**src/rtl/ifid_pkg.sv**
```systemverilog
// Shared constants and helpers for the IF/ID pipeline register.
package ifid_pkg;

  // Default squash word; all-zero unless a core overrides NOP_INST.
  localparam logic [31:0] NOP_DEFAULT = 32'h0000_0000;

  // Width needed to hold the kill-window depth 0..kill_cycles.
  function automatic int kill_w(input int kill_cycles);
    return $clog2(kill_cycles + 1);
  endfunction

endpackage

```
**src/rtl/ifid_kill_ctr.sv**
```systemverilog
// Loadable down-counter that tracks the post-flush squash window.
module ifid_kill_ctr
  import ifid_pkg::*;
#(
  parameter int W = 1,
  parameter logic [W-1:0] LOAD_VAL = {W{1'b1}}
) (
  input  logic         clk,
  input  logic         rst,
  input  logic         en,
  input  logic         load,
  output logic [W-1:0] count,
  output logic         active
);

  logic [W-1:0] count_q;

  // Window counter: a load restarts the window even if it is still open.
  always_ff @(posedge clk) begin
    if (rst) begin
      count_q <= {W{1'b0}};
    end else if (en) begin
      if (load) begin
        count_q <= LOAD_VAL;
      end else if (count_q != {W{1'b0}}) begin
        count_q <= count_q - W'(1);
      end else begin
        count_q <= count_q;
      end
    end else begin
      count_q <= count_q;
    end
  end

  assign count  = count_q;
  assign active = (count_q != {W{1'b0}});

endmodule

```
**src/rtl/ifid_stage_reg.sv**
```systemverilog
// IF/ID pipeline register: PC latch, flush kill window, hazard-hold replay
// buffer, valid flag and bubble counter.
module ifid_stage_reg
  import ifid_pkg::*;
#(
  parameter int XLEN = 32,
  parameter int ILEN = 32,
  parameter int KILL_CYCLES = 1,
  parameter logic [ILEN-1:0] NOP_INST = ILEN'(NOP_DEFAULT),
  parameter logic [XLEN-1:0] FLUSH_PC = {XLEN{1'b0}}
) (
  input  logic            clk,
  input  logic            rst,
  input  logic            init,
  input  logic            flush,
  input  logic            hold,
  input  logic            ext_stall,
  input  logic [XLEN-1:0] pc_in,
  input  logic [ILEN-1:0] inst_in,
  output logic [XLEN-1:0] pc_out,
  output logic [ILEN-1:0] inst_out,
  output logic            valid_out,
  output logic [31:0]     bubble_cnt
);

  localparam int KILL_W = kill_w(KILL_CYCLES);

  logic [XLEN-1:0]   pc_q;
  logic              hold_q;
  logic [ILEN-1:0]   skid_q;
  logic [KILL_W-1:0] kill_q;
  logic [31:0]       bubble_q;

  logic              advance_s;
  logic              kill_active_s;
  logic [ILEN-1:0]   inst_s;
  logic              valid_s;

  assign advance_s = ~ext_stall;

  ifid_kill_ctr #(
    .W        (KILL_W),
    .LOAD_VAL (KILL_W'(KILL_CYCLES))
  ) u_kill_ctr (
    .clk    (clk),
    .rst    (rst),
    .en     (advance_s),
    .load   (flush),
    .count  (kill_q),
    .active (kill_active_s)
  );

  // Output word selection; a replayed word's validity still follows the kill window.
  always_comb begin
    inst_s  = inst_in;
    valid_s = 1'b1;
    if (init) begin
      inst_s  = NOP_INST;
      valid_s = 1'b0;
    end else if (hold_q) begin
      inst_s  = skid_q;
      valid_s = ~kill_active_s;
    end else if (kill_active_s) begin
      inst_s  = NOP_INST;
      valid_s = 1'b0;
    end else begin
      inst_s  = inst_in;
      valid_s = 1'b1;
    end
  end

  // PC, hold flag and replay buffer; the buffer captures the selected word.
  always_ff @(posedge clk) begin
    if (rst) begin
      pc_q   <= {XLEN{1'b0}};
      hold_q <= 1'b0;
      skid_q <= {ILEN{1'b0}};
    end else if (advance_s) begin
      if (flush) begin
        pc_q <= FLUSH_PC;
      end else if (hold) begin
        pc_q <= pc_q;
      end else begin
        pc_q <= pc_in;
      end
      hold_q <= hold & ~flush;
      skid_q <= inst_s;
    end else begin
      pc_q   <= pc_q;
      hold_q <= hold_q;
      skid_q <= skid_q;
    end
  end

  // Bubble counter: advancing cycles that deliver no valid instruction.
  always_ff @(posedge clk) begin
    if (rst) begin
      bubble_q <= 32'd0;
    end else if (advance_s && !valid_s) begin
      bubble_q <= bubble_q + 32'd1;
    end else begin
      bubble_q <= bubble_q;
    end
  end

  assign pc_out     = pc_q;
  assign inst_out   = inst_s;
  assign valid_out  = valid_s;
  assign bubble_cnt = bubble_q;

endmodule

```
**config.mk**
```make
export PLATFORM = sky130hd
export DESIGN_NAME = ifid_stage_reg
export DESIGN_NICKNAME = d
export VERILOG_FILES = /design/src/rtl/ifid_pkg.sv /design/src/rtl/ifid_kill_ctr.sv /design/src/rtl/ifid_stage_reg.sv
export SDC_FILE = /design/constraint.sdc
export NUM_CORES = 1
export LEC_CHECK = 0
export BUFFER_PORTS_ARGS = -buffer_cell sky130_fd_sc_hd__clkbuf_2
export CAP_MARGIN = 30
export CORE_UTILIZATION = 47
export CTS_BUF_LIST = sky130_fd_sc_hd__clkbuf_2 sky130_fd_sc_hd__clkbuf_4 sky130_fd_sc_hd__clkbuf_8
export CTS_CLUSTER_SIZE = 24
export DETAILED_ROUTE_END_ITERATION = 8
export PLACE_DENSITY = 0.77
export SYNTH_ARGS = -nofsm -noshare
export SYNTH_HDL_FRONTEND = slang
export SYNTH_SLANG_ARGS = --single-unit
export TNS_END_PERCENT = 10
```
**constraint.sdc**
```tcl
create_clock -name clk -period 4.9 [get_ports clk]
set_input_delay 0.245 -clock clk [delete_from_list [all_inputs] [get_ports clk]]
set_output_delay 0.245 -clock clk [all_outputs]
set_load 0.05 [all_outputs]
```
; After elaboration in Yosys (flattened, before gate mapping)
; Cells that the tools add are included.
[classes]
addsub = 2
multipliers = 0
div_mod_pow = 0
order_cmp = 0
n_eq_ne = 1
shift = 0
muxes = 10
bitwise_logic = 4
n_reduce_logical = 3
[op_table]
columns = operator, n
row1 = two-way mux 32 bit, 5
row2 = "adder 32 x 1 -> 32 bit, second input constant", 1
row3 = two-way mux 1 bit, 5
row4 = NOT 1 bit, 3
row5 = "!= test 2 bit, second input constant", 1
row6 = AND reduction 2 bit, 1
row7 = AND 1 bit, 1
row8 = logical AND 1 bit, 1
row9 = logical NOT 1 bit, 1
row10 = "subtractor 1 bit, second input constant", 1
[totals]
reg_bits = 98
latch_bits = 0
mem_bits_rw = 0
mem_bits_ro = 0
inputBits = 70
out_inout_bits = 97
mem_count = 0

; Logic depth before layout (Yosys ltp)
[logic_depth]
ltp_word = 5
mapped_depth = 7
depth_no_buf = 5

; Modules after synthesis
; A second synthesis with hierarchy kept.
[unflattened]
cells_unflattened = 537
hier_area_um2 = 4316.6
[by_module_without_submodules]
columns = mod, instances, cells_per_inst, area_each_um2
row1 = ifid_stage_reg, 1, 533, 4275.4
row2 = ifid_kill_ctr, 1, 4, 41.3

; Least setup slack after synthesis
; No wires, ideal clock.
[synth_timing]
path_kind = register to register
from = reg hold_q
to = reg skid_q[10]
setup_ns = 0.068
t_arrival_ns = 2.121
setup_slack_ns = 2.711
path_stages_with_launch = 7
path_buffers = 2
synth_period_minus_slack_ns = 2.189
path_cell_list = dfxtp_1 clkbuf_1 clkbuf_1 or3b_2 a21oi_1 mux2i_1 nor2_1
[synth_via]
elab_chain_cells = 2
[synth_rtl]
columns = element, line_no
row1 = from (decl), ifid_stage_reg.sv:29  ; logic hold_q;
row2 = from (signal assigned), ifid_stage_reg.sv:86  ; hold_q <= hold & ~flush;
row3 = from (signal assigned), ifid_stage_reg.sv:90  ; hold_q <= hold_q;
row4 = two-way mux 32 bit, ifid_stage_reg.sv:60  ; end else if (hold_q) begin
row5 = two-way mux 32 bit, ifid_stage_reg.sv:57  ; if (init) begin
row6 = net inst_out[10], ifid_stage_reg.sv:21  ; output logic [ILEN-1:0] inst_out,
row7 = to (signal assigned), ifid_stage_reg.sv:77  ; skid_q <= {ILEN{1'b0}};
row8 = to (signal assigned), ifid_stage_reg.sv:87  ; skid_q <= inst_s;
row9 = to (signal assigned), ifid_stage_reg.sv:91  ; skid_q <= skid_q;
row10 = to (decl), ifid_stage_reg.sv:30  ; logic [ILEN-1:0] skid_q;
; The timed path passes the listed nets, and every way through them passes these cells.
; A chain may end at the register's enable or synchronous reset.

; Worst setup path after layout
[layout_timing]
from = reg u_kill_ctr.count_q, in the netlist u_kill_ctr.active
to = reg bubble_q[27], in the netlist bubble_cnt[27]
[layout_via]
elab_chain_cells = 5
word_cells_on_any_way = 6
[layout_rtl]
columns = element, line_no
row1 = from (decl), ifid_kill_ctr.sv:16  ; logic [W-1:0] count_q;
row2 = from (signal assigned), ifid_kill_ctr.sv:21  ; count_q <= {W{1'b0}};
row3 = from (signal assigned), ifid_kill_ctr.sv:26  ; count_q <= count_q - W'(1);
row4 = from (signal assigned), ifid_kill_ctr.sv:28  ; count_q <= count_q;
row5 = two-way mux 1 bit / NOT 1 bit (equally long branches), "ifid_stage_reg.sv:63, ifid_stage_reg.sv:62"
row6 = two-way mux 1 bit *, ifid_stage_reg.sv:60
row7 = two-way mux 1 bit *, ifid_stage_reg.sv:57
row8 = logical NOT 1 bit *, ifid_stage_reg.sv:99  ; end else if (advance_s && !valid_s) begin
row9 = logical AND 1 bit *, ifid_stage_reg.sv:99
row10 = to (signal assigned), ifid_stage_reg.sv:100  ; bubble_q <= bubble_q + 32'd1;
row11 = to (signal assigned), ifid_stage_reg.sv:102  ; bubble_q <= bubble_q;
row12 = to (decl), ifid_stage_reg.sv:32  ; logic [31:0] bubble_q;
; Every way passes the cells marked *; elsewhere a longest branch is shown, timed or not.

==> impl_metrics.py <==
metrics = {
    "pwr": {
        "pwr-share-seq_pct": 52.9,
        "leakage_nw": 2.39,
        "swShare_pct": 29.7,
        "ir_drop_uv": 164,
        "combPwrFrac_pct": 15.9,
        "internal_power_w": 0.00112,
        "power_switching_w": 0.000471,
        "power.density_nw_per_um2": 292,
        "clkPwrFrac_pct": 31.2,
    },
    "run": {
        "drv_cap": 0,
    },
    "logic_synthesis": {
        "syn-cell-area_um2": 4380,
        "synth_most_common_cell": "dfxtp_1",
        "synth-seq-cells": 98,
        "avgSynthCellArea_um2": 9.15,
        "synthCells": 479,
        "synthFlopType": "dfxtp_1",
        "synth-seq-area-share_pct": 44.8,
        "async_reset_ff_share_pct": 0,
        "yosysTopAreaCell": "dfxtp_1",
        "synth_common_cells": "dfxtp_1 (98), a21oi_1 (53), nor2_1 (48)",
        "synth-edff-count": 0,
        "synth_nets": 550,
        "synth_area_leaders": "dfxtp_1 (45%), mux2i_1 (7.5%), a22o_1 (6.4%)",
        "synth.distinct_cells": 40,
        "synth_top_area_share_pct": 44.8,
        "synth_warnings": 0,
    },
    "timing": {
        "fin_skew_ps": 12.1,
        "worstMarginPinSlew_ps": 1010,
        "hold_viol_final": 0,
        "min_period_ps": 2640,
        "timing.fmax_ghz": 0.379,
        "min_period_over_period_pct": 53.8,
        "rsz0062_at_grt": "false",
        "slew_viol_final": 0,
        "slew_headroom_pct": 32.4,
        "finalSetupViolations": 0,
        "timing.setup.tns_ps": 0,
    },
    "worst_setup_path": {
        "crit_path_max_fanout": 36,
        "r2r-end": "bubble_cnt[27]",
        "cp.required_ps": 5150,
        "crit_path_start_kind": "register",
        "r2r_cells": 4,
        "end_kind": "register",
        "cp_data_arrival_time_ps": 2890,
        "rr_startpoint": "u_kill_ctr.active",
        "r2r_slack_ps": 2260,
        "startpoint": "u_kill_ctr.active",
        "worstSetupPathType": "register to register",
    },
    "min_path": {
        "min_to": "pc_out[24]",
        "holdCritStartpoint": "pc_in[24]",
        "hold_depth": 2,
        "hp-class": "input pin to register",
    },
    "grt": {
        "grt_pass1_vias": 3767,
        "grt_usage_pct": 21.7,
        "grt_max_degree": 74,
        "grt.overflow.total": 0,
        "grt_pass1_wl_mm": 17.3,
        "grt_antenna_before_repair": 0,
    },
    "die": {
        "core_area_um2": 8890,
        "die_x_um": 98.6,
        "pin_count": 167,
        "row_count": 34,
        "die_h_um": 98.6,
        "die_area_um2": 9710,
        "floorplan.initialDensity_pct": 49.3,
    },
    "clocking": {
        "cts-resized-gates": 0,
        "clock-sinks": 98,
        "post-cts-setup-buffers": 0,
        "insertion_delay_ps": 350,
        "root_buffer": "clkbuf_8",
        "path_clk_slew_ps": 100,
        "cts_inserted_buffers": 9,
        "clockBufferDepth": 2,
        "htree_levels": 3,
        "cts_hold_buf": 0,
        "cts_tree": "done",
    },
    "finish": {
        "nets": 692,
        "design_area_um2": 5420,
        "n_fill_cell": 756,
        "num_antenna_cells": 0,
        "area_growth_syn_to_layout_pct": 23.8,
        "layout-drive-gt1-share_pct": 37.2,
    },
    "place": {
        "io_buffers": 166,
        "gp_congestion": 0.820,
        "post-dp-hpwl_mm": 7.43,
        "dpl_cell_area_um2": 5240,
    },
    "route": {
        "first_iter_violations": 174,
        "wirelength_mm": 10.7,
        "wire_per_inst_um": 14.5,
        "routed_via_density": 5.57,
        "firstDrtPassIters": 4,
        "drc": 0,
        "antenna_left": 0,
        "vias": 4091,
    },
    "run_status": {
        "status": "finished clean",
    },
}
## worst max-delay path, stage by stage (launching register included)
cell     delay, ps
dfxtp_1        990
o21ba_1        530
nand4_4        290
nor4_2         350
mux2_2         360
## cell type report
type                       count  area (µm²)  area share [%]
clock inverter                 5        37.5           0.692
sequential                    98        1960            36.2
tap                          108         135            2.49
timing repair buffer         170         881            16.2
multi-input combinational    338        2240            41.3
clock buffer                  11         151            2.79
inverter                       4        15.0           0.277
## worst max path at each step
| stage | end | cells after the start |
|---|---|---|
| floorplan | skid_q[10] | 6 |
| global placement | bubble_cnt[27] | 4 |
| detailed placement | bubble_cnt[27] | 4 |
| CTS | bubble_cnt[27] | 4 |
| global route | bubble_cnt[27] | 4 |
| finish | bubble_cnt[27] | 4 |
## per-layer routing
layer | vias up | GRT usage (%) | part of all wire (%)
li1 | 2003 | - | -
met1 | 1939 | 28.2 | 44
met2 | 133 | 35.4 | 48
met3 | 16 | 4.68 | 6.0
met4 | 0 | 8.84 | 2.0
met5 | - | 0 | 0
## metrics by stage
step | power [W] | cells | hold WS, ps | util [%] | setup WS [ps]
3_3_place_gp | 0.00110 | 717 | 454 | 58.6 | 2370
6_report | 0.00159 | 734 | 90.2 | 61.0 | 2260
5_1_grt | 0.00166 | 734 | 78.8 | 61.0 | 2080
2_1_floorplan | 0.00104 | 479 | 371 | - | 2710
4_1_cts | 0.00160 | 734 | 73.2 | 61.0 | 2260
3_5_place_dp | 0.00111 | 718 | 463 | 58.9 | 2250
## cells by family after synthesis
logic type	share of synthesized area, %
buffers and inverters	4.28
AO/OA/AOI/OAI	16.0
adder cells (fa/ha/maj)	0.286
XOR/XNOR	1.60
multiplexers	8.57
flip-flops	44.8
AND/OR/NAND/NOR	24.4
## placed cells by master, fill, tap and decap left out, drive strengths merged, types with 5 or more instances in the layout
master	count
xnor2	5
and4	6
clkbuf	177
a21oi	53
dfxtp	98
nand2	45
o21ai	6
nand4	8
inv	5
nor2b	5
nand3	12
a22o	32
o31ai	12
or3b	32
or4	12
nor2	48
mux2i	33
nor4	5
## registers in the layout, summed over array words and instances (netlist names)
| signal | flops |
|---|---|
| pc_out | 32 |
| hold_q | 1 |
| skid_q | 32 |
| bubble_cnt | 32 |
| u_kill_ctr.active | 1 |
## power groups by stage
stage / Sequential (W) / Combinational (W) / Clock, W
detailed placement: 0.000857 / 0.000254 / 0
finish: 0.000839 / 0.000253 / 0.000495
floorplan: 0.000874 / 0.000164 / 0
CTS: 0.000839 / 0.000254 / 0.000512
global placement: 0.000856 / 0.000247 / 0
global route: 0.000842 / 0.000269 / 0.000545
Note: power is estimated with default switching activity, not from simulation.
